--- src/rtl/timer_pkg.sv ---
// Shared definitions for the countdown timer and its display scanner.
//   state_t        : timer control states
//   SEG_*          : active-low 7-segment codes, bit order {g,f,e,d,c,b,a}
//   bcd_digit_sub  : one BCD digit of a ripple-borrow subtractor
//   seg_decode     : nibble to 7-segment code, non-BCD nibbles show a dash
package timer_pkg;

  typedef enum logic [1:0] {IDLE, RUN, PAUSE, EXPIRED} state_t;

  localparam logic [6:0] SEG_0     = 7'b1000000;
  localparam logic [6:0] SEG_1     = 7'b1111001;
  localparam logic [6:0] SEG_2     = 7'b0100100;
  localparam logic [6:0] SEG_3     = 7'b0110000;
  localparam logic [6:0] SEG_4     = 7'b0011001;
  localparam logic [6:0] SEG_5     = 7'b0010010;
  localparam logic [6:0] SEG_6     = 7'b0000010;
  localparam logic [6:0] SEG_7     = 7'b1111000;
  localparam logic [6:0] SEG_8     = 7'b0000000;
  localparam logic [6:0] SEG_9     = 7'b0010000;
  localparam logic [6:0] SEG_DASH  = 7'b0111111;
  localparam logic [6:0] SEG_BLANK = 7'h7F;

  // Returns {borrow_out, diff}. A negative raw difference is corrected by
  // adding ten, which wraps the 4-bit result back into 0..9.
  function automatic logic [4:0] bcd_digit_sub(input logic [3:0] a,
                                               input logic [3:0] b,
                                               input logic       borrow_in);
    logic [4:0] raw;
    raw = {1'b0, a} - {1'b0, b} - {4'b0000, borrow_in};
    if (raw[4]) begin
      return {1'b1, raw[3:0] + 4'd10};
    end
    return {1'b0, raw[3:0]};
  endfunction

  function automatic logic [6:0] seg_decode(input logic [3:0] nib);
    case (nib)
      4'd0:    return SEG_0;
      4'd1:    return SEG_1;
      4'd2:    return SEG_2;
      4'd3:    return SEG_3;
      4'd4:    return SEG_4;
      4'd5:    return SEG_5;
      4'd6:    return SEG_6;
      4'd7:    return SEG_7;
      4'd8:    return SEG_8;
      4'd9:    return SEG_9;
      default: return SEG_DASH;
    endcase
  endfunction

endpackage

--- src/rtl/countdown_timer_mux_if.sv ---
// Bundle between the game FSM (master) and the countdown timer (slave).
//   start, miss, load      : control from the game FSM
//   value_bcd, game_fail   : timer status
//   seg, dp, an            : active-low 7-segment pin drive
interface countdown_timer_mux_if #(
  parameter int NUM_DIGITS = 8
);
  logic                      start;
  logic                      miss;
  logic                      load;
  logic [4*NUM_DIGITS-1:0]   value_bcd;
  logic                      game_fail;
  logic [6:0]                seg;
  logic                      dp;
  logic [NUM_DIGITS-1:0]     an;

  modport master (
    output start, miss, load,
    input  value_bcd, game_fail, seg, dp, an
  );

  modport slave (
    input  start, miss, load,
    output value_bcd, game_fail, seg, dp, an
  );
endinterface

--- src/rtl/seg7_scan.sv ---
// Time-multiplexed active-low 7-segment driver.
//   clock, reset : system clock, synchronous active-high reset
//   value_bcd    : packed BCD value to display, digit 0 in the low nibble
//   seg, dp, an  : registered segment, decimal-point and digit-enable outputs
// RESET_BCD supplies the digit shown straight out of reset, so the pins are
// valid before the first scan step.
module seg7_scan
  import timer_pkg::*;
#(
  parameter int          NUM_DIGITS = 8,
  parameter int          SCAN_DIV   = 2048,
  parameter int          DP_POS     = 4,
  parameter int          BLANK_LZ   = 0,
  parameter logic [31:0] RESET_BCD  = 32'h0
) (
  input  logic                    clock,
  input  logic                    reset,
  input  logic [4*NUM_DIGITS-1:0] value_bcd,
  output logic [6:0]              seg,
  output logic                    dp,
  output logic [NUM_DIGITS-1:0]   an
);

  localparam int SW = (SCAN_DIV > 1) ? $clog2(SCAN_DIV) : 1;
  localparam int IW = (NUM_DIGITS > 1) ? $clog2(NUM_DIGITS) : 1;

  logic [SW-1:0]         scan_cnt_reg;
  logic [IW-1:0]         digit_idx_reg;
  logic [6:0]            seg_reg, seg_next;
  logic                  dp_reg, dp_next;
  logic [NUM_DIGITS-1:0] an_reg, an_next;

  logic [3:0]            nibbles [NUM_DIGITS];
  logic [NUM_DIGITS-1:0] upper_zero;  // bit i: nibble i and everything above is zero

  for (genvar gi = 0; gi < NUM_DIGITS; gi++) begin : g_digit
    assign nibbles[gi]    = value_bcd[4*gi +: 4];
    assign upper_zero[gi] = (value_bcd[4*NUM_DIGITS-1:4*gi] == '0);
  end

  always_comb begin
    seg_next = seg_decode(nibbles[digit_idx_reg]);
    if ((BLANK_LZ != 0) && (int'(digit_idx_reg) > DP_POS) && upper_zero[digit_idx_reg]) begin
      seg_next = SEG_BLANK;
    end
    dp_next = (int'(digit_idx_reg) == DP_POS) ? 1'b0 : 1'b1;
    an_next = ~({{(NUM_DIGITS-1){1'b0}}, 1'b1} << digit_idx_reg);
  end

  always_ff @(posedge clock) begin
    if (reset) begin
      scan_cnt_reg  <= '0;
      digit_idx_reg <= '0;
      seg_reg       <= seg_decode(RESET_BCD[3:0]);
      dp_reg        <= (DP_POS == 0) ? 1'b0 : 1'b1;
      an_reg        <= ~{{(NUM_DIGITS-1){1'b0}}, 1'b1};
    end else begin
      if (scan_cnt_reg == SW'(SCAN_DIV - 1)) begin
        scan_cnt_reg  <= '0;
        digit_idx_reg <= (digit_idx_reg == IW'(NUM_DIGITS - 1)) ? '0 : digit_idx_reg + IW'(1);
      end else begin
        scan_cnt_reg  <= scan_cnt_reg + SW'(1);
      end
      seg_reg <= seg_next;
      dp_reg  <= dp_next;
      an_reg  <= an_next;
    end
  end

  assign seg = seg_reg;
  assign dp  = dp_reg;
  assign an  = an_reg;

endmodule

--- src/rtl/countdown_timer_mux.sv ---
// BCD countdown timer with run/pause/reload, saturating miss penalty,
// sticky expiry flag and a multiplexed 7-segment display.
//   clock, reset : system clock, synchronous active-high reset
//   bus (slave)  : start/miss/load in; value_bcd, game_fail, seg, dp, an out
module countdown_timer_mux
  import timer_pkg::*;
#(
  parameter int          CLK_DIV     = 5000,
  parameter int          NUM_DIGITS  = 8,
  parameter logic [31:0] START_VALUE = 32'h0180_0000,
  parameter logic [31:0] PENALTY     = 32'h0001_0000,
  parameter int          SCAN_DIV    = 2048,
  parameter int          DP_POS      = 4,
  parameter int          BLANK_LZ    = 0
) (
  input  logic                  clock,
  input  logic                  reset,
  countdown_timer_mux_if.slave  bus
);

  localparam int W  = 4 * NUM_DIGITS;
  localparam int PW = (CLK_DIV > 1) ? $clog2(CLK_DIV) : 1;
  localparam logic [W-1:0] START_BCD   = START_VALUE[W-1:0];
  localparam logic [W-1:0] PENALTY_BCD = PENALTY[W-1:0];

  state_t        state_reg;
  logic [W-1:0]  value_reg, value_next;
  logic          fail_reg;
  logic [PW-1:0] presc_reg;
  logic          miss_q_reg;

  logic          tick, miss_edge, dec_en, hits_zero, borrow;
  logic [W-1:0]  sub_bcd;

  assign tick      = (state_reg == RUN) && (presc_reg == PW'(CLK_DIV - 1));
  assign miss_edge = bus.miss && !miss_q_reg && ((state_reg == RUN) || (state_reg == PAUSE));
  assign dec_en    = tick || miss_edge;

  // The tick enters as the chain's initial borrow, so value - penalty - tick
  // is one ripple pass. A final borrow means value < d; a zero result means
  // value == d; both saturate to zero.
  always_comb begin
    borrow  = tick;
    sub_bcd = '0;
    for (int i = 0; i < NUM_DIGITS; i++) begin
      {borrow, sub_bcd[4*i +: 4]} = bcd_digit_sub(value_reg[4*i +: 4],
                                                  miss_edge ? PENALTY_BCD[4*i +: 4] : 4'd0,
                                                  borrow);
    end
    value_next = (borrow || (sub_bcd == '0)) ? '0 : sub_bcd;
    hits_zero  = (value_next == '0);
  end

  always_ff @(posedge clock) begin
    if (reset) begin
      state_reg  <= IDLE;
      value_reg  <= START_BCD;
      fail_reg   <= 1'b0;
      presc_reg  <= '0;
      miss_q_reg <= 1'b0;
    end else begin
      miss_q_reg <= bus.miss;
      if (bus.load) begin
        state_reg <= IDLE;
        value_reg <= START_BCD;
        fail_reg  <= 1'b0;
        presc_reg <= '0;
      end else begin
        if (state_reg == RUN) begin
          presc_reg <= tick ? '0 : presc_reg + PW'(1);
        end
        if (dec_en) begin
          value_reg <= value_next;
        end
        case (state_reg)
          IDLE: begin
            if (bus.start) state_reg <= RUN;
          end
          RUN: begin
            if (dec_en && hits_zero) begin
              state_reg <= EXPIRED;
              fail_reg  <= 1'b1;
            end else if (!bus.start) begin
              state_reg <= PAUSE;
            end
          end
          PAUSE: begin
            if (dec_en && hits_zero) begin
              state_reg <= EXPIRED;
              fail_reg  <= 1'b1;
            end else if (bus.start) begin
              state_reg <= RUN;
            end
          end
          EXPIRED: begin
            state_reg <= EXPIRED;
          end
          default: state_reg <= IDLE;
        endcase
      end
    end
  end

  assign bus.value_bcd = value_reg;
  assign bus.game_fail = fail_reg;

  seg7_scan #(
    .NUM_DIGITS (NUM_DIGITS),
    .SCAN_DIV   (SCAN_DIV),
    .DP_POS     (DP_POS),
    .BLANK_LZ   (BLANK_LZ),
    .RESET_BCD  (START_VALUE)
  ) u_scan (
    .clock     (clock),
    .reset     (reset),
    .value_bcd (value_reg),
    .seg       (bus.seg),
    .dp        (bus.dp),
    .an        (bus.an)
  );

endmodule

--- src/flat_wrapper.sv ---
// flat-port wrapper written by rule: the top's interface ports become plain ports
module countdown_timer_mux_flat import timer_pkg::*;
#(
  parameter int          CLK_DIV     = 5000,
  parameter int          NUM_DIGITS  = 8,
  parameter logic [31:0] START_VALUE = 32'h0180_0000,
  parameter logic [31:0] PENALTY     = 32'h0001_0000,
  parameter int          SCAN_DIV    = 2048,
  parameter int          DP_POS      = 4,
  parameter int          BLANK_LZ    = 0
)
  (clock, reset, bus_start, bus_miss, bus_load, bus_value_bcd, bus_game_fail, bus_seg, bus_dp, bus_an);
  countdown_timer_mux_if #(.NUM_DIGITS(NUM_DIGITS)) bus_i ();
  input  logic clock;
  input  logic reset;
  input wire logic [$bits(bus_i.start)-1:0] bus_start;
  input wire logic [$bits(bus_i.miss)-1:0] bus_miss;
  input wire logic [$bits(bus_i.load)-1:0] bus_load;
  output wire logic [$bits(bus_i.value_bcd)-1:0] bus_value_bcd;
  output wire logic [$bits(bus_i.game_fail)-1:0] bus_game_fail;
  output wire logic [$bits(bus_i.seg)-1:0] bus_seg;
  output wire logic [$bits(bus_i.dp)-1:0] bus_dp;
  output wire logic [$bits(bus_i.an)-1:0] bus_an;
  assign bus_i.start = bus_start;
  assign bus_i.miss = bus_miss;
  assign bus_i.load = bus_load;
  assign bus_value_bcd = bus_i.value_bcd;
  assign bus_game_fail = bus_i.game_fail;
  assign bus_seg = bus_i.seg;
  assign bus_dp = bus_i.dp;
  assign bus_an = bus_i.an;
  countdown_timer_mux #(.CLK_DIV(CLK_DIV), .NUM_DIGITS(NUM_DIGITS), .START_VALUE(START_VALUE), .PENALTY(PENALTY), .SCAN_DIV(SCAN_DIV), .DP_POS(DP_POS), .BLANK_LZ(BLANK_LZ)) u_core (.clock(clock), .reset(reset), .bus(bus_i));
endmodule
--- config.mk ---
export PLATFORM = sky130hd
export DESIGN_NAME = countdown_timer_mux_flat
export DESIGN_NICKNAME = d
export VERILOG_FILES = /design/src/rtl/timer_pkg.sv /design/src/rtl/countdown_timer_mux_if.sv /design/src/rtl/seg7_scan.sv /design/src/rtl/countdown_timer_mux.sv /design/src/flat_wrapper.sv
export SDC_FILE = /design/constraint.sdc
export NUM_CORES = 1
export LEC_CHECK = 0
export CAP_MARGIN = 15
export CORE_AREA = 2 2 95 97
export DETAILED_ROUTE_END_ITERATION = 10
export DIE_AREA = 0 0 97 99
export PLACE_DENSITY = 0.79
export SLEW_MARGIN = 20
export SYNTH_ARGS = -nofsm -noshare
export SYNTH_HDL_FRONTEND = slang
export SYNTH_SLANG_ARGS = --single-unit
--- constraint.sdc ---
create_clock -name clock -period 10.9 [get_ports clock]
set_clock_uncertainty 0.2 [all_clocks]
set_input_delay 1.635 -clock clock [delete_from_list [all_inputs] [get_ports clock]]
set_output_delay 1.635 -clock clock [all_outputs]
set_load 0.005 [all_outputs]
==> results.tsv, run 1 <==
stage	metric	value	unit
outcome	status	finished, final reports clean	
sta	hold_viol	0	
logic_synthesis	synthDominantCellAreaShare	0.3254	
sta	max_slew_margin	0.5053	
floorplanning	start_util	0.5612	
clocking	postCtsSetupRepairBufs	0	
sta	slew_viol_final	0	
clocking	cts.path.max_buffers	2	
placed_design	post-place-ws	1.607	ns
sta	tns	0	ns
hold_path	hold_depth	1	
global_route	grt_pass1_vias	4265	
floorplanning	die_w	97	um
clocking	cts-root-buf	clkbuf_8	
hold_path	hold_end	u_core.u_scan.scan_cnt_reg[0]$_SDFF_PP0_	
critical_path	required	10.94	ns
clocking	clock_sinks	78	
clocking	clock_latency	0.35	ns
floorplanning	io_pins	54	
sta	setup_viol	0	
global_route	grt_max_degree	38	
drt	vias	4321	
drt	dr.pass1.iters	5	
logic_synthesis	netlist_top_cells_area	dfxtp_1 (33%), ha_1 (11%), a21oi_1 (5.1%)	
sta	fmax	106.1	MHz
critical_path	timing.rr.start	u_core.state_reg[1]$_SDFFE_PP0P_	
final_layout	num-fill-cells	718	
clocking	cts_buffers	9	
final_layout	syn2layout_area_growth	17.26	%
clocking	cts_resized	0	
final_layout	antenna_cells	0	
drt	drcViolationCount	0	
sta	period_share	0.8644	
final_layout	final_util	0.6580	
power_and_ir_drop	ir_drop	0.07565	mV
global_route	grt_overflow	0	
logic_synthesis	yosysSeqAreaShare	0.3254	
power_and_ir_drop	cellPowerDensity	105.8	mW/mm2
critical_path	rrSetupSlack	1.48	ns
clocking	cts_tree	yes	
clocking	hold_buffers	0	
global_route	grt_use_total	0.2695	
global_route	antenna_found_initial	0	
floorplanning	coreArea	0.008551	mm2
logic_synthesis	synth_fp_nets	622	
final_layout	finalNetCount	667	
placed_design	gp_congestion	0.9734	
logic_synthesis	netlist_area	0.004798	mm2
logic_synthesis	ys_ff_latch	78	
drt	wirelength	12730	um
drt	viasPerCell	5.903	
drt	post_drt_wl_per_cell	17.39	um
critical_path	path_max_fanout	18	
drt	drtAntennaViolNets	0	
final_layout	layout-drive-gt1-share	0.07692	
critical_path	cp-end-kind	flop	
logic_synthesis	synth-edff-count	0	
logic_synthesis	yosysTopAreaCell	dfxtp_1	
sta	rsz0062_at_grt	no	
logic_synthesis	syn_area_per_cell	8.359	um2
placed_design	placed_area	0.005381	mm2
power_and_ir_drop	total_power	595.4	uW
sta	layout_min_cycle_time	9.422	ns
logic_synthesis	async_reset_ff_frac	0	
critical_path	r2r-end	u_core.bus.value_bcd[18]$_SDFFE_PP0P_	
global_route	grt_pass1_wl	20830	um
sta	setup_ws	1.478	ns
floorplanning	dieArea	0.009603	mm2
final_layout	largest_reg_flops	32	
critical_path	crit_top_cell	ha_1	
placed_design	hpwl	9455	um
floorplanning	die_h	99	um
floorplanning	rows	34	
logic_synthesis	ys.flop_type	dfxtp_1	
critical_path	setup.worst_path.class	reg -> reg	
critical_path	startpoint_type	flop	
clocking	cts_htree_levels	3	
power_and_ir_drop	leakage	2.147	nW
hold_path	hp-class	reg -> reg	
placed_design	port_buffers	53	
sta	tightest_slew	0.7421	ns
drt	drtIter0Drc	284	
logic_synthesis	yosysUniqueCellTypes	58	
critical_path	r2r_cells	42	
critical_path	cp_slowest_cell	fa_1	
flow_run	maxCapViolCount	0	
critical_path	max_stage_delay	0.40	ns
critical_path	cp.arrival	9.46	ns
clocking	clk_pin_slew_worst_paths	0.09	ns
logic_synthesis	yosys_warnings	0	
logic_synthesis	syn_inst	574	
hold_path	holdCritStartpoint	u_core.u_scan.scan_cnt_reg[0]$_SDFF_PP0_	
final_layout	finish.instance_area	0.005627	mm2
-- report_power, final --
| part | total [mW] | internal (mW) | switching [mW] |
|---|---|---|---|
| Combinational | 0.0401 | 0.0142 | 0.0259 |
| Clock | 0.266 | 0.153 | 0.113 |
| Sequential | 0.289 | 0.287 | 0.00229 |
-- stage by stage --
stage / hold slack (ns) / std cells
after floorplan: 0.2299 / 574
after global placement: 0.2415 / 716
after detailed placement: 0.2576 / 716
after CTS: 0.2761 / 732
after global routing: 0.3056 / 732
final: 0.2682 / 732
-- cells in the final DEF (no fill, tap or decap), types with 3 or more instances in the layout --
| master | instances |
|---|---|
| a211o_1 | 3 |
| a211oi_1 | 3 |
| a21oi_1 | 49 |
| and3_1 | 6 |
| and4_1 | 4 |
| bufinv_16 | 3 |
| clkbuf_8 | 9 |
| clkdlybuf4s50_1 | 53 |
| dfxtp_1 | 78 |
| ha_1 | 42 |
| inv_1 | 36 |
| mux4_2 | 8 |
| nand2_1 | 60 |
| nand2b_1 | 34 |
| nand3_1 | 19 |
| nand4_1 | 12 |
| nor2_1 | 58 |
| nor2b_1 | 9 |
| nor3_1 | 9 |
| nor3b_2 | 6 |
| nor4_1 | 5 |
| o21ai_0 | 10 |
| o21ai_1 | 4 |
| o22ai_1 | 6 |
| o32ai_1 | 6 |
| or2_2 | 6 |
| or3_1 | 15 |
| xnor2_1 | 16 |
| xor2_1 | 14 |
-- critical path, delay by kind of cell (launching register included) --
family	cells	cell delay (ns)
buffers and inverters	4	0.39
AO/OA/AOI/OAI	4	0.79
AND/OR/NAND/NOR	16	3.31
adder cells (fa/ha/maj)	18	4.21
flip-flops	1	0.36
-- Yosys cell counts, types with 5 or more instances --
cell and n:
clkbuf_1 15, a21oi_1 49, xnor2_1 16, nand3_1 19
nor2b_1 9, nor2_1 58, xor2_1 14, inv_1 36
nor3b_2 6, o22ai_1 6, nor3_1 9, o21ai_0 10
dfxtp_1 78, nand2_1 60, or3_1 15, o32ai_1 6
mux4_2 8, or2_2 6, and3_1 6, nand4_1 12
nand2b_1 34, ha_1 42, nor4_1 5
-- how the worst max path moves through the flow --
stage	start	to	slack [ns]	cells after the start
2_1_floorplan	u_core.state_reg[1]$_SDFFE_PP0P_	u_core.bus.value_bcd[10]$_SDFFE_PP0P_	3.02	43
3_3_place_gp	u_core.state_reg[1]$_SDFFE_PP0P_	u_core.bus.value_bcd[18]$_SDFFE_PP0P_	2.07	42
5_1_grt	u_core.state_reg[1]$_SDFFE_PP0P_	u_core.bus.value_bcd[22]$_SDFFE_PP0P_	0.76	42
6_report	u_core.state_reg[1]$_SDFFE_PP0P_	u_core.bus.value_bcd[18]$_SDFFE_PP0P_	1.48	42
4_1_cts	u_core.state_reg[1]$_SDFFE_PP0P_	u_core.bus.value_bcd[22]$_SDFFE_PP0P_	1.55	42
3_5_place_dp	u_core.state_reg[1]$_SDFFE_PP0P_	u_core.bus.value_bcd[22]$_SDFFE_PP0P_	1.61	42
-- layer usage --
layer | global-route usage | part of all wire
met5 | 0 | 0
met4 | 0.1094 | 0.030
met3 | 0.04397 | 0.057
met2 | 0.4663 | 0.48
met1 | 0.3358 | 0.43
-- cell families (layout without fill, tap and decap cells) --
logic type / after synthesis / after routing / share of synthesized area
DFF: 78 / 78 / 0.3254
muxes: 12 / 12 / 0.04641
AOI/OAI and AO/OA: 97 / 97 / 0.1257
buffers and inverters: 58 / 108 / 0.04850
and+or+nand+nor: 256 / 256 / 0.2855
xor gates and xnor gates: 30 / 30 / 0.05476
adders and majority gates: 43 / 43 / 0.1137
-- final cells by class --
type / instances / area, um2 / area share
well taps: 108 / 135.1 / 0.02402
inverters: 38 / 142.6 / 0.02535
clock inverters: 7 / 121.4 / 0.02157
multi-input cells: 438 / 3004 / 0.5339
repair buffers: 54 / 538.0 / 0.09562
flip-flops and latches: 78 / 1562 / 0.2775
clock buffers: 9 / 123.9 / 0.02201
Note: power is estimated with default switching activity, not from simulation.
==> run 2: changes to the inputs <==
- CORE_AREA: 2 2 95 97 -> 2 2 68 135
- DIE_AREA: 0 0 97 99 -> 0 0 70 137
- PLACE_DENSITY: 0.79 -> 0.78
==> run 2 against run 1 <==
Clock power grew 31%. Count of clock-buffer cells in the layout is the same. Sequential power is essentially flat. Critical path type unchanged. Register-to-register slack got worse by 0.11 ns. Power grew 14%. Design area grew 1.8%. Worst setup slack got worse by 0.11 ns. Global-route usage rose by 2.5 points. Die area down 0.14%. Largest cell class unchanged. Utilization increased by 1.3 points. Flip-flop and latch count is the same.
==> results.tsv, run 2 (same netlist as run 1, synthesis figures left out) <==
stage	metric	value	unit	change
sta	period_share	0.8743		+0.009899
final_layout	final_common_cell	dfxtp_1		
drt	wirelength	13600	um	+6.9%
critical_path	cp.arrival	9.56	ns	+0.10 ns
global_route	grt_pass1_vias	4488		+5.2%
floorplanning	die_w	70	um	-28%
critical_path	startpoint_type	flop		
power_and_ir_drop	ir_drop	0.08819	mV	+17%
drt	dr.pass1.iters	5		unchanged
clocking	cts_htree_levels	3		unchanged
sta	setup_viol	0		unchanged
global_route	grt_pass1_wl	21690	um	+4.1%
placed_design	dp.cells	709		-0.98%
placed_design	port_buffers	53		unchanged
critical_path	worst-path-buf-inv	4		unchanged
clocking	cts_tree	yes		
power_and_ir_drop	cellPowerDensity	118.4	mW/mm2	+12%
final_layout	layout-drive-gt1-share	0.07840		+0.001477
outcome	status	finished, final reports clean		
clocking	postCtsSetupRepairBufs	0		unchanged
critical_path	path_delay_family	adder cells		
final_layout	num-fill-cells	729		+1.5%
clocking	cts_buffers	9		unchanged
critical_path	cp-end-kind	flop		
sta	hold_viol	0		unchanged
sta	max_slew_margin	0.4871		-0.01813
critical_path	path_max_fanout	18		unchanged
sta	fmax	104.9	MHz	-1.1%
floorplanning	start_util	0.5626		+0.001482
clocking	cts.path.max_buffers	2		unchanged
drt	post_drt_wl_per_cell	18.76	um	+7.9%
final_layout	antenna_cells	0		unchanged
power_and_ir_drop	leakage	2.199	nW	+2.4%
clocking	hold_buffers	0		unchanged
floorplanning	dieArea	0.009590	mm2	-0.14%
final_layout	final_util	0.6714		+0.01333
critical_path	cp_slowest_cell	fa_1		
critical_path	required	10.93	ns	about the same
final_layout	finalNetCount	668		+0.15%
global_route	grt_use_total	0.2945		+0.02504
placed_design	placed_area	0.005379	mm2	about the same
clocking	clock_sinks	78		unchanged
final_layout	multi_input_area	0.003004	mm2	unchanged
final_layout	mostFrequentLayoutCells	dfxtp_1 (78), nand2_1 (60), nor2_1 (58)		
sta	rsz0062_at_grt	no		
sta	slew_viol_final	0		unchanged
final_layout	largest_reg_flops	32		unchanged
hold_path	hp-class	reg -> reg		
critical_path	crit_top_cell	ha_1		
drt	drtIter0Drc	223		-21%
floorplanning	coreArea	0.008528	mm2	-0.26%
placed_design	gp_congestion	0.9761		+0.28%
global_route	antenna_found_initial	0		unchanged
final_layout	finish.instance_area	0.005725	mm2	+1.8%
sta	layout_min_cycle_time	9.530	ns	+0.1079 ns
clocking	cts_resized	0		unchanged
clocking	clk_pin_slew_worst_paths	0.06	ns	-0.03 ns
final_layout	syn2layout_area_growth	19.32	%	
final_layout	seqCellArea	0.001562	mm2	unchanged
critical_path	setup.worst_path.class	reg -> reg		
clocking	clock_latency	0.34	ns	about the same
drt	drtAntennaViolNets	0		unchanged
placed_design	hpwl	10290	um	+8.8%
sta	tightest_slew	0.7683	ns	+0.02614 ns
global_route	grt_overflow	0		unchanged
clocking	cts-root-buf	clkbuf_16		
final_layout	final_cells	725		-0.96%
critical_path	max_stage_delay	0.41	ns	about the same
drt	viasPerCell	6.088		+3.1%
global_route	grt_max_degree	38		unchanged
drt	drcViolationCount	0		unchanged
flow_run	maxCapViolCount	0		unchanged
sta	tns	0	ns	unchanged
sta	holdWs	0.2804	ns	+0.01225 ns
floorplanning	io_pins	54		unchanged
floorplanning	rows	48		+41%
floorplanning	die_h	137	um	+38%
drt	vias	4414		+2.2%
run 2: cell type report:
type,instances,area share
clock buffer,9,0.03934
clock inverter,7,0.02120
inverter,38,0.02491
multi-input combinational,438,0.5247
sequential,78,0.2727
tap,100,0.02185
timing repair buffer,55,0.09528
run 2: worst paths after layout:
check / cells after the start / end / start / slack [ns]
worst max-delay path: 42 / u_core.bus.value_bcd[22]$_SDFFE_PP0P_ / u_core.state_reg[1]$_SDFFE_PP0P_ / 1.37
worst min-delay path: 1 / u_core.u_scan.scan_cnt_reg[0]$_SDFF_PP0_ / u_core.u_scan.scan_cnt_reg[0]$_SDFF_PP0_ / 0.28
worst min register to register: 1 / u_core.u_scan.scan_cnt_reg[0]$_SDFF_PP0_ / u_core.u_scan.scan_cnt_reg[0]$_SDFF_PP0_ / 0.28
worst max register to register: 42 / u_core.bus.value_bcd[22]$_SDFFE_PP0P_ / u_core.state_reg[1]$_SDFFE_PP0P_ / 1.37
run 2: where the power goes:
part,switching (mW),leakage (nW),internal [mW],total [mW]
sequential,0.00246,0.630,0.287,0.290
combinational,0.0259,1.40,0.0142,0.0402
clock,0.123,0.170,0.225,0.348
run 2: worst reg2reg max path, delay by kind of cell (launching register included):
kind	cells	cell delay (ns)
adders and majority gates	18	4.27
and+or+nand+nor	16	3.39
AOI/OAI and AO/OA	4	0.83
buffers and inverters	4	0.39
DFF	1	0.35
run 2: routing by layer:
layer | wire, um | track usage | up-vias
li1 | - | - | 2097
met1 | 4573 | 0.2656 | 2056
met2 | 7065 | 0.5392 | 181
met3 | 716 | 0.05965 | 80
met4 | 1247 | 0.2650 | 0
met5 | 0 | 0 | -
run 2: metrics by stage:
step / setup WS, ns / power (mW)
after floorplan: 3.017 / 0.3237
after global placement: 1.956 / 0.3338
after detailed placement: 1.515 / 0.3353
after CTS: 1.419 / 0.6808
after global routing: 0.5119 / 0.6965
final: 1.370 / 0.6776
